**src/rtl/des_pkg.sv**
```systemverilog
// DES key-schedule constants: PC1/PC2 selection tables (1-based DES numbering),
// per-round rotation amounts and the half-key rotation helpers.
package des_pkg;

    localparam int KEY_W = 64;
    localparam int CD_W  = 28;
    localparam int SK_W  = 48;

    localparam logic [5:0] PC1_TBL [0:55] = '{
        6'd57, 6'd49, 6'd41, 6'd33, 6'd25, 6'd17, 6'd9,  6'd1,
        6'd58, 6'd50, 6'd42, 6'd34, 6'd26, 6'd18, 6'd10, 6'd2,
        6'd59, 6'd51, 6'd43, 6'd35, 6'd27, 6'd19, 6'd11, 6'd3,
        6'd60, 6'd52, 6'd44, 6'd36,
        6'd63, 6'd55, 6'd47, 6'd39, 6'd31, 6'd23, 6'd15, 6'd7,
        6'd62, 6'd54, 6'd46, 6'd38, 6'd30, 6'd22, 6'd14, 6'd6,
        6'd61, 6'd53, 6'd45, 6'd37, 6'd29, 6'd21, 6'd13, 6'd5,
        6'd28, 6'd20, 6'd12, 6'd4
    };

    localparam logic [5:0] PC2_TBL [0:47] = '{
        6'd14, 6'd17, 6'd11, 6'd24, 6'd1,  6'd5,  6'd3,  6'd28,
        6'd15, 6'd6,  6'd21, 6'd10, 6'd23, 6'd19, 6'd12, 6'd4,
        6'd26, 6'd8,  6'd16, 6'd7,  6'd27, 6'd20, 6'd13, 6'd2,
        6'd41, 6'd52, 6'd31, 6'd37, 6'd47, 6'd55, 6'd30, 6'd40,
        6'd51, 6'd45, 6'd33, 6'd48, 6'd44, 6'd49, 6'd39, 6'd56,
        6'd34, 6'd53, 6'd46, 6'd42, 6'd50, 6'd36, 6'd29, 6'd32
    };

    localparam logic [1:0] SHIFTS [0:15] = '{
        2'd1, 2'd1, 2'd2, 2'd2, 2'd2, 2'd2, 2'd2, 2'd2,
        2'd1, 2'd2, 2'd2, 2'd2, 2'd2, 2'd2, 2'd2, 2'd1
    };

    // Bit 0 of every vector is DES bit 1, so table entry n selects index n-1.
    function automatic logic [0:55] pc1(input logic [0:63] key);
        logic [0:55] cd;
        logic [5:0]  idx;
        cd  = '0;
        idx = 6'd0;
        for (int i = 0; i < 56; i++) begin
            idx   = PC1_TBL[i] - 6'd1;
            cd[i] = key[idx];
        end
        return cd;
    endfunction

    function automatic logic [0:27] rotl28(input logic [0:27] x, input logic [1:0] n);
        return (n == 2'd2) ? {x[2:27], x[0:1]} : {x[1:27], x[0]};
    endfunction

    function automatic logic [0:27] rotr28(input logic [0:27] x, input logic [1:0] n);
        return (n == 2'd2) ? {x[26:27], x[0:25]} : {x[27], x[0:26]};
    endfunction

endpackage

```
**src/rtl/des_pc2.sv**
```systemverilog
// DES Permuted Choice 2: pure wiring from the 56-bit C||D halves to a 48-bit
// round subkey. Kept separate so an unrolled schedule can instantiate sixteen.
module des_pc2
    import des_pkg::*;
(
    input  logic [0:55] cd_i,
    output logic [0:47] sk_o
);

    logic [5:0] idx_s;

    // Select each subkey bit from its PC2 source position.
    always_comb begin
        sk_o  = '0;
        idx_s = 6'd0;
        for (int i = 0; i < SK_W; i++) begin
            idx_s   = PC2_TBL[i] - 6'd1;
            sk_o[i] = cd_i[idx_s];
        end
    end

endmodule

```
**src/rtl/des_subkey_gen.sv**
```systemverilog
// Sequential DES key schedule: loads one key, then streams K1..K16 (or
// K16..K1 for decryption) over a valid/ready handshake, one subkey per beat.
module des_subkey_gen
    import des_pkg::*;
#(
    parameter int NUM_ROUNDS = 16
)
(
    input  logic        clk,
    input  logic        rst_n,
    input  logic [0:63] key_in,
    input  logic        key_valid,
    output logic        key_ready,
    input  logic        decrypt,
    output logic [0:47] sk_out,
    output logic        sk_valid,
    input  logic        sk_ready,
    output logic [3:0]  sk_round,
    output logic        sk_last
);

    localparam logic [0:0] ST_IDLE    = 1'b0;
    localparam logic [0:0] ST_RUN     = 1'b1;
    localparam logic [3:0] LAST_ROUND = 4'(NUM_ROUNDS - 1);

    logic [0:0]  state_q, state_d;
    logic [0:27] c_q, c_d;
    logic [0:27] d_q, d_d;
    logic [3:0]  round_q, round_d;
    logic        mode_q, mode_d;

    logic [0:55] key_pc1_s;
    logic [3:0]  shift_idx_s;
    logic [1:0]  shift_s;
    logic [0:47] sk_pc2_s;

    assign key_pc1_s = pc1(key_in);

    // Encrypt steps forward through the table; decrypt walks it backwards
    // starting from the fully rotated (K16) position.
    always_comb begin
        shift_idx_s = 4'd0;
        if (mode_q) begin
            shift_idx_s = 4'd15 - round_q;
        end else begin
            shift_idx_s = round_q + 4'd1;
        end
        shift_s = SHIFTS[shift_idx_s];
    end

    // Next-state logic for the load/emit sequencer.
    always_comb begin
        state_d = state_q;
        c_d     = c_q;
        d_d     = d_q;
        round_d = round_q;
        mode_d  = mode_q;
        case (state_q)
            ST_IDLE: begin
                if (key_valid) begin
                    // Encrypt pre-applies the first rotation so K1 is ready next cycle.
                    if (decrypt) begin
                        c_d = key_pc1_s[0:27];
                        d_d = key_pc1_s[28:55];
                    end else begin
                        c_d = rotl28(key_pc1_s[0:27], 2'd1);
                        d_d = rotl28(key_pc1_s[28:55], 2'd1);
                    end
                    mode_d  = decrypt;
                    round_d = 4'd0;
                    state_d = ST_RUN;
                end else begin
                    state_d = ST_IDLE;
                end
            end
            ST_RUN: begin
                if (sk_ready) begin
                    if (round_q == LAST_ROUND) begin
                        state_d = ST_IDLE;
                    end else begin
                        round_d = round_q + 4'd1;
                        if (mode_q) begin
                            c_d = rotr28(c_q, shift_s);
                            d_d = rotr28(d_q, shift_s);
                        end else begin
                            c_d = rotl28(c_q, shift_s);
                            d_d = rotl28(d_q, shift_s);
                        end
                    end
                end else begin
                    state_d = ST_RUN;
                end
            end
            default: begin
                state_d = ST_IDLE;
            end
        endcase
    end

    // State registers with asynchronous active-low reset.
    always_ff @(posedge clk or negedge rst_n) begin
        if (!rst_n) begin
            state_q <= ST_IDLE;
            c_q     <= '0;
            d_q     <= '0;
            round_q <= 4'd0;
            mode_q  <= 1'b0;
        end else begin
            state_q <= state_d;
            c_q     <= c_d;
            d_q     <= d_d;
            round_q <= round_d;
            mode_q  <= mode_d;
        end
    end

    des_pc2 u_pc2 (
        .cd_i ({c_q, d_q}),
        .sk_o (sk_pc2_s)
    );

    assign sk_out    = sk_pc2_s;
    assign key_ready = (state_q == ST_IDLE);
    assign sk_valid  = (state_q == ST_RUN);
    assign sk_round  = round_q;
    assign sk_last   = (state_q == ST_RUN) && (round_q == LAST_ROUND);

endmodule

```
**config.mk**
```make
export PLATFORM = sky130hd
export DESIGN_NAME = des_subkey_gen
export DESIGN_NICKNAME = d
export VERILOG_FILES = /design/src/rtl/des_pkg.sv /design/src/rtl/des_pc2.sv /design/src/rtl/des_subkey_gen.sv
export SDC_FILE = /design/constraint.sdc
export NUM_CORES = 1
export LEC_CHECK = 0
export CAP_MARGIN = 0
export CORE_MARGIN = 4
export CORE_UTILIZATION = 58
export DETAILED_ROUTE_END_ITERATION = 8
export PLACE_DENSITY = 0.95
export SLEW_MARGIN = 20
export SYNTH_ARGS = -nofsm -noshare
export SYNTH_HDL_FRONTEND = slang
export SYNTH_SLANG_ARGS = --single-unit
```
**constraint.sdc**
```tcl
create_clock -name clk -period 6.3 [get_ports clk]
set_clock_uncertainty 0.2 [all_clocks]
set_input_delay 0.63 -clock clk [delete_from_list [all_inputs] [get_ports clk]]
set_output_delay 0.63 -clock clk [all_outputs]
set_load 0.02 [all_outputs]
```
=== Yosys cells after proc, flatten, opt, wreduce, memory -nomap -nowiden ===
Memory sizes are Yosys's and may differ from the RTL's.
Cells that the tools add are included.

* Register bits: 62
* Bits in latches: 0
* Bits in writable memories: 0
* Bits in read-only memories: 32
* Bits of input ports: 69
* Word-level logic and storage cells: 46
* Memories: 1

{| class="wikitable"
|+ Memories
! memory !! words !! width !! rd ports !! clocked after Yosys merged registers in !! write ports !! line !! text
|-
| (name not given) || 16 || 2 || 1 || 0 || 0 || des_subkey_gen.sv:48 || <nowiki>shift_s = SHIFTS[shift_idx_s];</nowiki>
|}

* $add $sub $neg: 2
* Multipliers: 0
* Divide/modulo/power cells: 0
* Order comparisons: 1
* Equal/unequal tests: 5
* Shift-type cells: 0
* Multiplexer cells: 27
* Bitwise gates (word level): 2
* Reductions and logical operators: 3

{| class="wikitable"
|+ Operator list
! kind !! count
|-
| $mux W28 || 14
|-
| $pmux W28 S2 || 2
|-
| $mux W4 || 4
|-
| $pmux W4 S2 || 1
|-
| $ne A2 B2 Y1 const B || 3
|-
| $ge A5 B5 Y1 const B || 1
|-
| $not A4 Y5 || 1
|-
| $add A4 B1 Y4 const B || 1
|-
| $eq A4 B4 Y1 const B || 1
|-
| $mux W2 || 2
|-
| $sub A4 B4 Y4 const A || 1
|-
| $mux W1 || 3
|-
| $reduce_and A3 Y1 || 1
|-
| $eq A2 B2 Y1 const B || 1
|-
| $pmux W1 S2 || 1
|-
| $reduce_and A2 Y1 || 1
|-
| $logic_and A1 B1 Y1 || 1
|-
| $not A1 Y1 || 1
|}

=== Logic depth before layout (Yosys ltp) ===
* Word-level depth: 12
* Gate-level depth with buffers: 8
* Mapped depth without buffers: 6

=== Hierarchy ===
Synthesis repeated with hierarchy kept, for this count alone.

* Cell total of the unflattened synthesis: 732
* Area total of the unflattened synthesis: 6,204.7 sq um

{| class="wikitable"
|+ Modules (own cells, without submodules)
! module !! instances !! cells each !! area each (sq um) !! seq. area each (sq um)
|-
| des_subkey_gen || 1 || 684 || 5,844.4 || 1,551.5
|-
| des_pc2 || 1 || 48 || 360.3 || 0.0
|}

=== Worst setup path after synthesis ===
Ideal clock, no wire load.

* Kind: register -> output
* Start point: register state_q (netlist: sk_valid)
* End point: output port sk_last
* Data arrival time: 1.740 ns
* Data required time: 5.470 ns
* Setup slack: 3.730 ns
* Cell stages (with the launch flop): 6
* Cell sequence: dfrtp_1 > buf_2 > buf_1 > clkbuf_1 > inv_1 > nor2_1

* Longest elaborated chain between the ends: 1

{| class="wikitable"
|+ RTL lines
! item !! line !! text
|-
| from (decl) || des_subkey_gen.sv:26 || <nowiki>logic [0:0] state_q, state_d;</nowiki>
|-
| from (signal assigned) || des_subkey_gen.sv:109 || <nowiki>state_q <= state_d;</nowiki>
|-
| $logic_and A1 B1 Y1 || des_subkey_gen.sv:126 || <nowiki>assign sk_last = (state_q == ST_RUN) && (round_q == LAST_ROUND);</nowiki>
|-
| to (decl) || des_subkey_gen.sv:19 || <nowiki>output logic sk_last</nowiki>
|}

Every way passes these cells.

=== Worst setup path in the final report ===
* Start point: register round_q[0] (netlist: sk_round[0])
* End point: register c_q[22] in the netlist's numbering

* Longest elaborated chain between the ends: 12

{| class="wikitable"
|+ RTL lines
! item !! line !! text
|-
| from (decl) || des_subkey_gen.sv:29 || <nowiki>logic [3:0] round_q, round_d;</nowiki>
|-
| from (signal assigned) || des_subkey_gen.sv:112 || <nowiki>round_q <= round_d;</nowiki>
|-
| $add A4 B1 Y4 / $sub A4 B4 Y4 (equally long branches) || des_subkey_gen.sv:46, des_subkey_gen.sv:44 ||
|-
| $mux W4 || des_subkey_gen.sv:43 || <nowiki>if (mode_q) begin</nowiki>
|-
| $not A4 Y5 (implied by the code) || des_subkey_gen.sv:48 ||
|-
| $mem_v2 Z16 W2 || - ||
|-
| $mux W2 (implied by the code) (2 in series) || des_subkey_gen.sv:48 ||
|-
| $eq A2 B2 Y1 || des_pkg.sv:48, des_pkg.sv:52 ||
|-
| $mux W28 (on tied branches) || des_pkg.sv:48, des_pkg.sv:52 ||
|-
| $mux W28 || des_subkey_gen.sv:82 || <nowiki>if (mode_q) begin</nowiki>
|-
| $mux W28 || des_subkey_gen.sv:78 || <nowiki>if (round_q == LAST_ROUND) begin</nowiki>
|-
| $mux W28 || des_subkey_gen.sv:77 || <nowiki>if (sk_ready) begin</nowiki>
|-
| $pmux W28 S2 || des_subkey_gen.sv:58 || <nowiki>case (state_q)</nowiki>
|-
| to (signal assigned) || des_subkey_gen.sv:104 || <nowiki>c_q <= '0;</nowiki>
|-
| to (signal assigned) || des_subkey_gen.sv:110 || <nowiki>c_q <= c_d;</nowiki>
|-
| to (decl) || des_subkey_gen.sv:27 || <nowiki>logic [0:27] c_q, c_d;</nowiki>
|}

Several ways; a longest one is shown, not always the timed one. The select of a mux whose other input is x is not followed.
A chain may end at the register's enable or synchronous reset.

==> results.sh <==
export IMPL_startpoint="sk_round[0]"
export IMPL_peakVddDrop_v=0.000414
export IMPL_fp_coreArea_um2=10400
export IMPL_ff2ff_setup_slack_ns=2.93
export IMPL_setup_viol=0
export IMPL_rows=37
export IMPL_antenna_found_initial=0
export IMPL_timing_critical_path_required_ns=6.30
export IMPL_ctsResizeCount=0
export IMPL_reg2reg_depth=6
export IMPL_period_needed_ns=3.37
export IMPL_hold_buffers=0
export IMPL_dpl_hpwl_um=10400
export IMPL_drc=0
export IMPL_worst_slew_pin_slew_ns=1.13
export IMPL_wirelength_um=17500
export IMPL_cp_max_fo=56
export IMPL_layout_drive_gt1_share=0.0434
export IMPL_cp_arrival_ns=3.36
export IMPL_synth_nets=801
export IMPL_gp_congestion=0.824
export IMPL_slew_violations=0
export IMPL_via_count=6185
export IMPL_p_leak_uw=0.00277
export IMPL_synth_avg_cell_area_um2=8.51
export IMPL_start_kind="flop"
export IMPL_io_pins=124
export IMPL_fin_setup_tns_ns=0
export IMPL_grt_max_degree=119
export IMPL_ys_seq_area_frac=0.249
export IMPL_ant_nets=0
export IMPL_clk_latency_ns=0.34
export IMPL_synth_seq_cells=62
export IMPL_dp_cells=858
export IMPL_finalCritPeriodShare=0.535
export IMPL_nets=803
export IMPL_syn_area_um2=6220
export IMPL_die_x_um=112
export IMPL_grt_pass1_wl_um=28700
export IMPL_diodes=0
export IMPL_grt_use_total=0.268
export IMPL_syn2layout_area_growth_pct=13.6
export IMPL_clock_sinks=62
export IMPL_finalHoldViolCount=0
export IMPL_avgRoutedWirePerCell_um=20.0
export IMPL_min_path_type="primary input to asynchronous set/reset pin"
export IMPL_yosys_warnings=0
export IMPL_clk_pin_slew_ns=0.07
export IMPL_crit_type="flop to flop"
export IMPL_chipHeight_um=112
export IMPL_max_slew_margin=0.245
export IMPL_stdcell_count=873
export IMPL_ys_types=30
export IMPL_fmax_mhz=297
export IMPL_rsz0062_at_grt="false"
export IMPL_power_density_nw_per_um2=483
export IMPL_syn_inst=731
export IMPL_cts_buffers=9
export IMPL_viasPerCell=7.08
export IMPL_grt_overflow=0
export IMPL_drtIter0Drc=788
export IMPL_clockBufferDepth=2
export IMPL_r2r_end="c_q[22]"
export IMPL_endpoint_kind="flop"
export IMPL_htree_levels=3
export IMPL_status="completed"
export IMPL_die_area_um2=12400
export IMPL_firstDrtPassIters=5
export IMPL_r2r_start="sk_round[0]"
export IMPL_root_buffer="clkbuf_8"
export IMPL_io_buffer_count=115
export IMPL_cts_setup_buffers=0
export IMPL_cts_tree="done"
export IMPL_grt_pass1_vias=6040
export IMPL_start_util=0.600
export IMPL_cap_violations=0
export IMPL_final_util=0.681
-- sequential cells by signal, indices dropped and copies added (netlist names) --
signal and flops:
sk_valid 1, sk_round 4, c_q 28, mode_q 1, d_q 28
-- how the worst max path moves through the flow --
| stage | to | slack [ns] | cells after the start |
|---|---|---|---|
| CTS | c_q[22] | 2.83 | 7 |
| global route | d_q[13] | 2.78 | 6 |
| global placement | c_q[27] | 3.01 | 7 |
| floorplan | sk_last | 3.73 | 5 |
| finish | c_q[22] | 2.93 | 6 |
| detailed placement | c_q[5] | 2.85 | 7 |
-- power by group --
group	switching, µW	leakage (µW)	total [µW]	internal (µW)
sequential	337	0.000790	895	558
clock	161	0.0000865	323	162
combinational	1220	0.00190	2190	973
total	1720	0.00277	3410	1690
-- routing by layer --
| metal | vias up | wire length [µm] | part of all wire | GRT usage |
|---|---|---|---|---|
| met5 | - | 0 | 0 | 0 |
| met4 | 0 | 368 | 0.021 | 0.117 |
| met3 | 38 | 1520 | 0.087 | 0.0451 |
| met2 | 362 | 8520 | 0.49 | 0.437 |
| met1 | 2987 | 7080 | 0.40 | 0.352 |
| li1 | 2798 | - | - | - |
-- cells in the final DEF (no fill, tap or decap), types with 6 or more instances in the layout --
master / Yosys / final
clkdlybuf4s50_1: 0 / 113
mux2i_1: 113 / 112
dfrtp_1: 62 / 59
nand2b_1: 57 / 57
nor3_1: 56 / 56
a21oi_1: 56 / 56
o22ai_1: 56 / 56
o221ai_1: 56 / 56
a21o_1: 56 / 56
o211ai_1: 56 / 56
clkbuf_8: 0 / 11
nand2_1: 7 / 6
-- cell usage after synthesis --
cell      number  area (µm²)
o221ai_1      56         490
nor2b_1        2        12.5
nand3_1        2        10.0
nand2b_1      57         357
o22ai_1       56         350
nor2_1         4        15.0
buf_4         49         368
mux2i_1      113        1130
clkbuf_1      47         176
buf_1          8        30.0
buf_6          6        67.6
buf_2         20         100
xor2_1         2        17.5
nor3_1        56         280
and4_1         1        8.76
ha_1           1        12.5
a21oi_1       56         280
or3_1          1        6.26
o21a_1         1        7.51
nand2_1        7        26.3
inv_1          2        7.51
dfrtp_1       62        1550
o21ai_1        5        25.0
o211ai_1      56         420
mux2_2         1        11.3
nand3_2        1        10.0
a31oi_2        1        12.5
or2_1          1        6.26
o22a_1         1        8.76
a21o_1        56         420
-- stage by stage --
| step | hold WS (ns) | total power, µW | area, µm² | setup WS (ns) |
|---|---|---|---|---|
| 3_5_place_dp | 0.310 | 3040 | 6880 | 2.85 |
| 3_3_place_gp | 0.298 | 2940 | 6880 | 3.01 |
| 5_1_grt | 0.353 | 3610 | 7060 | 2.78 |
| 2_1_floorplan | 0.134 | 2610 | 6220 | 3.73 |
| 4_1_cts | 0.299 | 3370 | 7050 | 2.83 |
| 6_report | 0.261 | 3410 | 7060 | 2.93 |
-- layout make-up --
class,instances,area [µm²]
clock buffer,14,163
clock inverter,1,5.00
fill,829,3310
inverter,2,7.51
multi-input combinational,537,3960
sequential,62,1560
tap,136,170
timing repair buffer,121,1200
-- worst max-delay path, cell delays in order (launching register included) --
cell and delay (ns):
dfrtp_1 0.47, nor2_4 0.61, buf_4 0.47, nand2_2 0.73
o221ai_1 0.50, a21o_1 0.12, o211ai_1 0.08
-- cell families after synthesis --
| kind of cell | after synthesis | share of synthesized area |
|---|---|---|
| AOI/OAI and AO/OA | 288 | 0.324 |
| buffers and inverters | 132 | 0.120 |
| and+or+nand+nor | 132 | 0.118 |
| muxes | 114 | 0.184 |
| DFF | 62 | 0.249 |
| xor gates and xnor gates | 2 | 0.00282 |
| adders and majority gates | 1 | 0.00201 |
Note: power is estimated with default switching activity, not from simulation.
